`config.mk`:
```
export PLATFORM = sky130hd
export DESIGN_NAME = serial_tx_sched
export DESIGN_NICKNAME = d
export VERILOG_FILES = /design/src/rtl/serial_tx_pkg.sv /design/src/rtl/serial_tx_sched_bit_timer.sv /design/src/rtl/serial_tx_sched.sv
export SDC_FILE = /design/constraint.sdc
export NUM_CORES = 1
export LEC_CHECK = 0
export ABC_AREA = 1
export BUFFER_PORTS_ARGS = -buffer_cell sky130_fd_sc_hd__buf_2
export CORE_UTILIZATION = 49
export CTS_BUF_LIST = sky130_fd_sc_hd__clkbuf_4 sky130_fd_sc_hd__clkbuf_8
export DETAILED_ROUTE_END_ITERATION = 8
export PLACE_DENSITY = 0.82
export SETUP_SLACK_MARGIN = 0.15
export SLEW_MARGIN = 20
export SYNTH_ARGS = -nofsm -noshare
export SYNTH_HDL_FRONTEND = slang
export SYNTH_HIERARCHICAL = 1
export SYNTH_SLANG_ARGS = --single-unit
```
`constraint.sdc`:
```
create_clock -name clk -period 1.5 [get_ports clk]
set_input_delay 0 -clock clk [delete_from_list [all_inputs] [get_ports clk]]
set_output_delay 0 -clock clk [all_outputs]
set_load 0.01 [all_outputs]
```
`src/rtl/serial_tx_pkg.sv`:
```
// Shared types and frame packing for the serial transmit scheduler.
// TX_PARITY_EN adds an even-parity bit between the data and the stop bit.
package serial_tx_pkg;

  typedef enum logic {IDLE, SHIFT} tx_state_t;

`ifdef TX_PARITY_EN
  localparam int PARITY_BITS = 1;
`else
  localparam int PARITY_BITS = 0;
`endif

  localparam int MAX_DATA_BITS  = 64;
  localparam int MAX_FRAME_BITS = MAX_DATA_BITS + 3;
  localparam int DATA_IDX_W     = $clog2(MAX_DATA_BITS);
  localparam int FRAME_IDX_W    = $clog2(MAX_FRAME_BITS);

  // Right-aligned frame: start 0, data MSB first, optional parity, stop 1.
  // Bits above the frame stay 1 so a truncation keeps only the frame.
  function automatic logic [MAX_FRAME_BITS-1:0] build_frame(
    input logic [MAX_DATA_BITS-1:0] data,
    input int                       data_bits
  );
    logic [MAX_FRAME_BITS-1:0] f;
    f = '1;
    for (int i = 0; i < MAX_DATA_BITS; i++) begin
      if (i < data_bits)
        f[FRAME_IDX_W'(1 + PARITY_BITS + i)] = data[DATA_IDX_W'(i)];
    end
`ifdef TX_PARITY_EN
    f[1] = ^data;
`endif
    f[FRAME_IDX_W'(1 + PARITY_BITS + data_bits)] = 1'b0;
    return f;
  endfunction

endpackage

```
`src/rtl/serial_tx_sched_bit_timer.sv`:
```
// Reloadable bit-period down-counter; tick marks the last clock of a bit.
module serial_tx_bit_timer #(
  parameter int CLKS_PER_BIT = 10
) (
  input  logic clk,
  input  logic n_rst,
  input  logic load,
  input  logic run,
  output logic tick
);
  localparam int W = $clog2(CLKS_PER_BIT);
  localparam logic [W-1:0] RELOAD = W'(CLKS_PER_BIT - 1);

  logic [W-1:0] count;

  assign tick = run && (count == '0);

  always_ff @(posedge clk or negedge n_rst) begin
    if (!n_rst)
      count <= '0;
    else if (load || tick)
      count <= RELOAD;
    else if (run)
      count <= count - 1'b1;
  end

endmodule

```
`src/rtl/serial_tx_sched.sv`:
```
// Two-requester round-robin scheduler driving a parallel-to-serial shift register.
// Build option TX_PARITY_EN inserts an even-parity bit into every frame.
module serial_tx_sched
  import serial_tx_pkg::*;
#(
  parameter int DATA_BITS    = 8,
  parameter int CLKS_PER_BIT = 10,
  localparam int FRAME_BITS  = DATA_BITS + 2 + PARITY_BITS
) (
  input  logic                  clk,
  input  logic                  n_rst,
  input  logic [1:0]            req_valid,
  input  logic [DATA_BITS-1:0]  req_data0,
  input  logic [DATA_BITS-1:0]  req_data1,
  output logic [1:0]            req_ready,
  output logic                  load_enable,
  output logic                  shift_enable,
  output logic [FRAME_BITS-1:0] frame_out,
  output logic                  busy,
  output logic                  grant_id
);
  localparam int CNT_W = $clog2(FRAME_BITS + 1);
  localparam logic [CNT_W-1:0] LAST_SHIFT = CNT_W'(FRAME_BITS - 1);

  tx_state_t        state, state_nxt;
  logic             last_grant;
  logic             winner;
  logic             tick;
  logic [CNT_W-1:0] bit_cnt;

  serial_tx_bit_timer #(
    .CLKS_PER_BIT(CLKS_PER_BIT)
  ) u_bit_timer (
    .clk  (clk),
    .n_rst(n_rst),
    .load (load_enable),
    .run  (state == SHIFT),
    .tick (tick)
  );

  // Strobes are held low while reset is asserted so no handshake slips through.
  always_comb begin
    state_nxt    = state;
    load_enable  = 1'b0;
    shift_enable = 1'b0;
    req_ready    = 2'b00;
    frame_out    = '1;
    winner       = (req_valid == 2'b11) ? ~last_grant : req_valid[1];
    if (n_rst) begin
      case (state)
        IDLE: begin
          if (|req_valid) begin
            load_enable       = 1'b1;
            req_ready[winner] = 1'b1;
            frame_out = FRAME_BITS'(build_frame(
              MAX_DATA_BITS'(winner ? req_data1 : req_data0), DATA_BITS));
            state_nxt = SHIFT;
          end
        end
        SHIFT: begin
          if (tick) begin
            shift_enable = 1'b1;
            if (bit_cnt == LAST_SHIFT)
              state_nxt = IDLE;
          end
        end
        default: state_nxt = IDLE;
      endcase
    end
  end

  always_ff @(posedge clk or negedge n_rst) begin
    if (!n_rst) begin
      state      <= IDLE;
      last_grant <= 1'b1;
      grant_id   <= 1'b0;
      bit_cnt    <= '0;
      busy       <= 1'b0;
    end else begin
      state <= state_nxt;
      busy  <= (state_nxt == SHIFT);
      if (load_enable) begin
        last_grant <= winner;
        grant_id   <= winner;
        bit_cnt    <= '0;
      end else if (shift_enable) begin
        bit_cnt <= bit_cnt + 1'b1;
      end
    end
  end

endmodule
```
==> flow_summary.json, run 1 <==
{
  "antenna_left": 0,
  "worst_case_hold_slack_ns": 0.167,
  "grt_setup_unrepaired": "true",
  "timing.critical_path.slowest_cell_delay_ns": 0.40,
  "crit_path_cell_trace": "inv_2 -> ha_4 -> nand2_1 -> inv_2 -> nand2_2 -> inv_2 -> buf_4 -> nand3_2 -> o21ai_1 -> nand2_1",
  "cts.reportedPaths.clkPinSlew_ns": 0.08,
  "vdd_drop_max_v": 0.00108,
  "max_freq_mhz": 701,
  "hold_path_class": "in2async",
  "critical_path_buf_inv_count": 4,
  "post_synth.cell_area_avg_um2": 6.81,
  "criticalPathCategory": "reg2reg",
  "critical_path.endpoint": "state$_DFFE_PN0P_",
  "ctsHtreeMaxLevel": 1,
  "worst_r2r_startpoint": "u_bit_timer/count[0]$_DFFE_PN0P_",
  "fp.dieArea_mm2": 0.00191,
  "critical_path_depth": 10,
  "crit_path_max_fanout": 2,
  "synth.largest_area_cell": "sky130_fd_sc_hd__dfrtp_1",
  "status": "finished, final reports clean",
  "maxSlewViolCount": 0,
  "finalNonFillerCells": 196,
  "gp_congestion": 0.844,
  "r2r_slack_ns": 0.07,
  "ant_diodes": 0,
  "fin_worst_skew_ns": 0.0127,
  "setup_tns_ns": 0,
  "cp_data_arrival_time_ns": 1.58,
  "ys_types": 21,
  "wl_per_cell_um": 14.4,
  "clk_root_buffer_cell": "sky130_fd_sc_hd__clkbuf_4",
  "endpoint_kind": "register",
  "power.density_mw_per_mm2": 1190,
  "cts_made_buffers": 3,
  "post_synthesis_net_count": 149,
  "timing.critical_path.from_type": "register",
  "power.net_switching_mw": 0.670,
  "time_the_final_worst_path_needs_with_i_o_delays_and_setup_ns": 1.43,
  "ff2ff_path_depth": 10,
  "wire_length_of_the_first_global_routing_pass_um": 3840,
  "combinationalPowerShare": 0.520,
  "clk-insertion-delay-late_ns": 0.28,
  "clock_sinks": 11,
  "count_of_final_setup_violators": 0,
  "final_hold_viol_count": 0,
  "port_buffers": 34,
  "place_inst": 176,
  "rows": 14,
  "detail_route.drc_violations": 0,
  "area_growth_pct": 55.7,
  "sequential_to_total_area_share_from_yosys_stat": 0.325,
  "grtUsageTotal": 0.277,
  "detailedPlace.worstSlack_ns": 0.0924,
  "maxCapViolations": 0,
  "critical_path.startpoint": "u_bit_timer/count[0]$_DFFE_PN0P_",
  "initial_utilization": 0.546,
  "design.final.nets": 205,
  "internal_power_mw": 0.910,
  "routed_wl_um": 2810,
  "syn-instance-count": 125,
  "cts.path.max_buffers": 2,
  "critical_path_required_ns": 1.65,
  "synth_top_area_frac": 0.294,
  "route.detailed.vias_per_inst": 5.19,
  "horizontal_die_dimension_um": 43.7,
  "critical-path-top-cell-by-count": "sky130_fd_sc_hd__inv_2",
  "globalRoute.totalOverflow": 0,
  "firstDrtPassIters": 4,
  "power.clock.fraction": 0.146,
  "critPathSlowestCell": "sky130_fd_sc_hd__dfrtp_1",
  "floorplan.die.height_um": 43.7,
  "net_switching_share_of_the_total_power": 0.424,
  "leakage_power_total_nw": 0.736,
  "rr_endpoint": "state$_DFFE_PN0P_",
  "layout.core_utilization": 0.850,
  "initialDrtViolationCount": 50,
  "io_pins": 36,
  "synth.cell_area_um2": 851,
  "tritoncts_clock_tree": "built",
  "post_route_cells_drive_above_1_share": 0.472,
  "crit_path_setup_slack_layout_ns": 0.0736,
  "via_count": 1017,
  "count_of_synthesis_stage_warnings_from_yosys": 6,
  "grt_max_degree": 11,
  "number_of_synthesized_register_bits": 11,
  "core_area_mm2": 0.00156,
  "dp_hpwl_um": 1420,
  "seqPwrFrac": 0.334,
  "grt_antenna_before_repair": 0,
  "via_count_of_the_first_global_routing_pass": 883,
  "period_share": 0.951,
  "synth.area.top_cells": "sky130_fd_sc_hd__dfrtp_1 (29%), sky130_fd_sc_hd__nand2_1 (12%), sky130_fd_sc_hd__inv_1 (12%)",
  "critical_path.top_delay_family": "flip-flops"
}
## synth_stat cells
master / count
sky130_fd_sc_hd__o21ai_0: 1
sky130_fd_sc_hd__or2_0: 2
sky130_fd_sc_hd__o21ai_1: 2
sky130_fd_sc_hd__nand2_4: 1
sky130_fd_sc_hd__nand3b_1: 9
sky130_fd_sc_hd__conb_1: 1
sky130_fd_sc_hd__dfrtp_1: 10
sky130_fd_sc_hd__nand2_1: 28
sky130_fd_sc_hd__nand3_2: 2
sky130_fd_sc_hd__nor2_1: 11
sky130_fd_sc_hd__inv_1: 27
sky130_fd_sc_hd__nand3_1: 12
sky130_fd_sc_hd__a21oi_1: 5
sky130_fd_sc_hd__nor2_4: 2
sky130_fd_sc_hd__dfstp_2: 1
sky130_fd_sc_hd__xor2_1: 1
sky130_fd_sc_hd__clkinv_2: 1
sky130_fd_sc_hd__ha_1: 4
sky130_fd_sc_hd__nand2_2: 1
sky130_fd_sc_hd__inv_2: 3
sky130_fd_sc_hd__buf_4: 1
## per-layer routing
metal	up-vias	global-route usage	wire length (um)
li1	493	-	-
met1	472	0.372	1140
met2	44	0.436	1460
met3	8	0.0792	139
met4	0	0.0813	75
met5	-	0	0
## worst min-delay path by stage
stage / startpoint / endpoint / cells after the start
2_1_floorplan: n_rst / bit_cnt[0]$_DFFE_PN0P_ / 0
3_3_place_gp: n_rst / state$_DFFE_PN0P_ / 1
3_5_place_dp: n_rst / state$_DFFE_PN0P_ / 1
4_1_cts: n_rst / state$_DFFE_PN0P_ / 2
5_1_grt: n_rst / state$_DFFE_PN0P_ / 2
6_report: n_rst / state$_DFFE_PN0P_ / 2
## timing repair
action / 4_1_cts / 5_1_grt
cloned: 2 / 0
gates resized for setup: 20 / 15
pin swaps: 5 / 7
setup endpoints to repair: 14 / 22
endpoints found under the hold margin: 11 / 0
hold buffers: 1 / 0
setup buffers: 9 / 4
## area by class of cell
type,instances,area [um^2]
multi-input combinational,84,557
timing repair buffer,50,314
sequential,11,278
fill,89,234
inverter,31,126
clock buffer,4,30.0
tap,16,20.0
## cell usage in the layout (no fill, tap or decap), drive strengths merged
cell / netlist / routed
nor2: 13 / 14
inv: 30 / 30
clkbuf: 0 / 4
dfrtp: 10 / 10
nand2: 30 / 31
dlygate4sd3: 0 / 1
or2: 2 / 2
ha: 4 / 4
dfstp: 1 / 1
buf: 1 / 49
nand3: 14 / 14
o21ai: 3 / 3
clkinv: 1 / 1
xor2: 1 / 1
a21oi: 5 / 5
nand3b: 9 / 9
conb: 1 / 1
## flip-flops by register name, summed over array words and instances, names as in the netlist
register	count
bit_cnt	4
u_bit_timer/count	4
grant_id	1
last_grant	1
state	1
## stage by stage
step	total power [mW]	instance area [um^2]
2_1_floorplan	0.873	851
3_3_place_gp	1.01	1050
3_5_place_dp	1.04	1050
4_1_cts	1.45	1230
5_1_grt	1.70	1330
6_report	1.58	1330
## power groups by stage
stage	Sequential, mW	Clock (mW)	Combinational (mW)
floorplan	0.500	0	0.373
global placement	0.502	0	0.510
detailed placement	0.503	0	0.536
CTS	0.514	0.231	0.703
global route	0.540	0.254	0.903
finish	0.527	0.231	0.822
## kinds of logic (layout without fill, tap and decap cells)
| logic type | count (synthesis) | in the layout | synth area share |
|---|---|---|---|
| flops | 11 | 11 | 0.325 |
| other cells | 1 | 1 | 0.00441 |
| simple gates | 68 | 70 | 0.407 |
| buf+inv | 32 | 85 | 0.147 |
| compound gates | 8 | 8 | 0.0470 |
| fa+ha+maj | 4 | 4 | 0.0588 |
| xor+xnor | 1 | 1 | 0.0103 |
No activity file was read; power rests on OpenSTA's default activity.
==> run 2, diff against run 1 <==
Settings changed: ABC_AREA 1 to unset, CORE_UTILIZATION 49 to 46, PLACE_DENSITY 0.82 to 0.8.
==> flow_summary.json, run 2 <==
{
  "timing.critical_path.from_type": "register",
  "post_route_cells_drive_above_1_share": 0.613,
  "post_synth.cell_area_avg_um2": 10.8,
  "asyncSetResetFlopFracSynth": 1.00,
  "ys_types": 29,
  "cp_data_arrival_time_ns": 1.50,
  "crit_path_max_fanout": 5,
  "detail_route.drc_violations": 0,
  "floorplan.die.height_um": 41.9,
  "synth-compound-area-share": 0.162,
  "cts_made_buffers": 3,
  "largest_registers": "bit_cnt x4, u_bit_timer/count x4",
  "initialDrtViolationCount": 17,
  "critical_path.top_delay_family": "simple AND/OR/NAND/NOR gates",
  "r2r_slack_ns": 0.04,
  "fin_worst_skew_ns": 0.000823,
  "endpoint_kind": "primary output",
  "post_synthesis_net_count": 92,
  "number_of_synthesized_register_bits": 11,
  "grt_setup_unrepaired": "true",
  "via_count_of_the_first_global_routing_pass": 699,
  "horizontal_die_dimension_um": 41.9,
  "critical_path_required_ns": 1.50,
  "tritoncts_clock_tree": "built",
  "core_area_mm2": 0.00149,
  "library_cell_with_the_highest_instance_count_after_synthesis": "sky130_fd_sc_hd__dfrtp_1",
  "clock_sinks": 11,
  "route.detailed.vias_per_inst": 5.44,
  "synth.largest_area_cell": "sky130_fd_sc_hd__dfrtp_1",
  "final_common_cell": "sky130_fd_sc_hd__buf_2",
  "via_count": 734,
  "globalRoute.totalOverflow": 0,
  "wire_length_of_the_first_global_routing_pass_um": 3380,
  "vdd_drop_max_v": 0.00102,
  "dp_hpwl_um": 1240,
  "synth.cell_area_um2": 733,
  "maxCapViolations": 0,
  "grtUsageTotal": 0.258,
  "final_hold_viol_count": 0,
  "ctsHtreeMaxLevel": 1,
  "cts.reportedPaths.clkPinSlew_ns": 0.07,
  "status": "complete, but fails checks",
  "clk-insertion-delay-late_ns": 0.27,
  "maxSlewViolCount": 0,
  "io_pins": 36,
  "cts.path.max_buffers": 2,
  "design.final.nets": 144,
  "crit_path_cell_trace": "and2b_4 -> nand3_4 -> o22a_1 -> buf_2",
  "synth.area.top_cells": "sky130_fd_sc_hd__dfrtp_1 (34%), sky130_fd_sc_hd__o22a_1 (9.6%), sky130_fd_sc_hd__ha_1 (6.8%)",
  "syn-instance-count": 68,
  "time_the_final_worst_path_needs_with_i_o_delays_and_setup_ns": 1.50,
  "power.density_mw_per_mm2": 1360,
  "mostFrequentLayoutCells": "sky130_fd_sc_hd__buf_2 (33), sky130_fd_sc_hd__buf_4 (10), sky130_fd_sc_hd__dfrtp_1 (9)",
  "criticalPathCategory": "reg2out",
  "hold_path_class": "in2reg",
  "yosys-mux-area-fraction": 0.0273,
  "synth.cells.most_frequent": "sky130_fd_sc_hd__dfrtp_1 (10), sky130_fd_sc_hd__o22a_1 (8), sky130_fd_sc_hd__inv_1 (5), sky130_fd_sc_hd__nand2_1 (5), sky130_fd_sc_hd__nor2_1 (5)",
  "critical_path_depth": 4,
  "power_mw": 1.56,
  "grt_antenna_before_repair": 0,
  "clk_root_buffer_cell": "sky130_fd_sc_hd__clkbuf_4",
  "antenna_left": 0,
  "wl_per_cell_um": 16.2,
  "synthSimpleGateAreaFrac": 0.244,
  "synthesized_area_fraction_occupied_by_xor_and_xnor_cells": 0.0597,
  "grt_max_degree": 12,
  "critPathSlowestCell": "sky130_fd_sc_hd__dfrtp_2",
  "area_growth_pct": 56.8,
  "synth_enable_flop_cells": 0,
  "count_of_final_setup_violators": 1,
  "synth_top_family_by_area": "simple AND/OR/NAND/NOR gates",
  "area_share_of_fa_ha_maj_cells_after_synthesis": 0.0683,
  "setup_tns_ns": -0.00135,
  "violations": "negative setup slack",
  "rows": 14,
  "postSynth.topFlopCell": "sky130_fd_sc_hd__dfrtp_1",
  "crit_path_setup_slack_layout_ns": -0.00135,
  "synth_top_area_frac": 0.341,
  "sequential_to_total_area_share_from_yosys_stat": 0.377,
  "port_buffers": 34,
  "ff2ff_path_depth": 6,
  "critical_path_buf_inv_count": 1,
  "firstDrtPassIters": 4,
  "routed_wl_um": 2180,
  "ant_diodes": 0,
  "max_freq_mhz": 666,
  "initial_utilization": 0.492,
  "gp_congestion": 0.784,
  "fp.dieArea_mm2": 0.00176,
  "count_of_synthesis_stage_warnings_from_yosys": 6,
  "period_share": 1.00,
  "timing.critical_path.slowest_cell_delay_ns": 0.40,
  "leakage_power_total_nw": 0.554,
  "worst_hold_depth": 4
}
run 2: cell types whose count changed after synthesis, moves of 5 or more:
cell                       previous run  this run
sky130_fd_sc_hd__nand3_1             12         0
sky130_fd_sc_hd__nor2_1              11         5
sky130_fd_sc_hd__inv_1               27         5
sky130_fd_sc_hd__a21oi_1              5         0
sky130_fd_sc_hd__nand3b_1             9         0
sky130_fd_sc_hd__o22a_1               0         8
sky130_fd_sc_hd__nand2_1             28         5
run 2: cells by family after synthesis:
family	after synthesis
AO/OA/AOI/OAI	14
multiplexers	2
other	1
XOR/XNOR	5
adder cells (fa/ha/maj)	4
AND/OR/NAND/NOR	23
flip-flops	11
buffers and inverters	8
run 2: timing repair:
action,4_1_cts,5_1_grt
hold endpoints to repair,11,0
buffers inserted,5,2
setup endpoints to repair,16,20
gates cloned,2,0
hold buffers,1,0
pin swaps,7,5
resized for setup,13,8
run 2: metrics by stage:
| stage | setup WS, ns | hold slack [ns] | std cells | area, um^2 | util |
|---|---|---|---|---|---|
| floorplan | -0.00812 | -0.296 | 68 | 734 | - |
| global placement | 0.0341 | -0.0993 | 121 | 943 | 0.634 |
| detailed placement | -0.0242 | -0.0962 | 121 | 943 | 0.634 |
| CTS | 0.0291 | 0.0716 | 133 | 1090 | 0.729 |
| global route | -0.0707 | 0.106 | 135 | 1150 | 0.772 |
| finish | -0.00135 | 0.0881 | 135 | 1150 | 0.772 |
run 2: per-layer routing:
metal  global-route usage  routed length [um]  vias to the layer above
met5                    0                   0                        -
met3               0.0130                  87                        6
li1                     -                   -                      345
met1                0.337                 876                      353
met2                0.441                1170                       30
met4                0.116                  44                        0
run 2: final cells by class:
class                      instances  area, um^2
timing repair buffer              47         284
clock buffer                       4        30.0
sequential                        11         278
fill                              99         339
tap                               16        20.0
inverter                           6        22.5
multi-input combinational         51         515
run 2: final timing paths:
check                                     startpoint                                to
worst max-delay path               state$_DFFE_PN0P_                      frame_out[2]
worst min-delay path                           n_rst                 state$_DFFE_PN0P_
worst max register to register     state$_DFFE_PN0P_  u_bit_timer/count[1]$_DFFE_PN0P_
worst min register to register  grant_id$_DFFE_PN0P_              grant_id$_DFFE_PN0P_
max in group asynchronous                      n_rst                 state$_DFFE_PN0P_
min in group asynchronous                      n_rst  u_bit_timer/count[1]$_DFFE_PN0P_
run 2: power by group:
group          switching, mW  internal [mW]
combinational          0.379          0.461
clock                  0.105          0.121
sequential            0.0855          0.410
run 2: tightest hold or removal path: cells and delay by family:
family                 cells  cell delay, ns
AND/OR/NAND/NOR            2            0.13
buffers and inverters      1            0.14
AO/OA/AOI/OAI              1            0.06
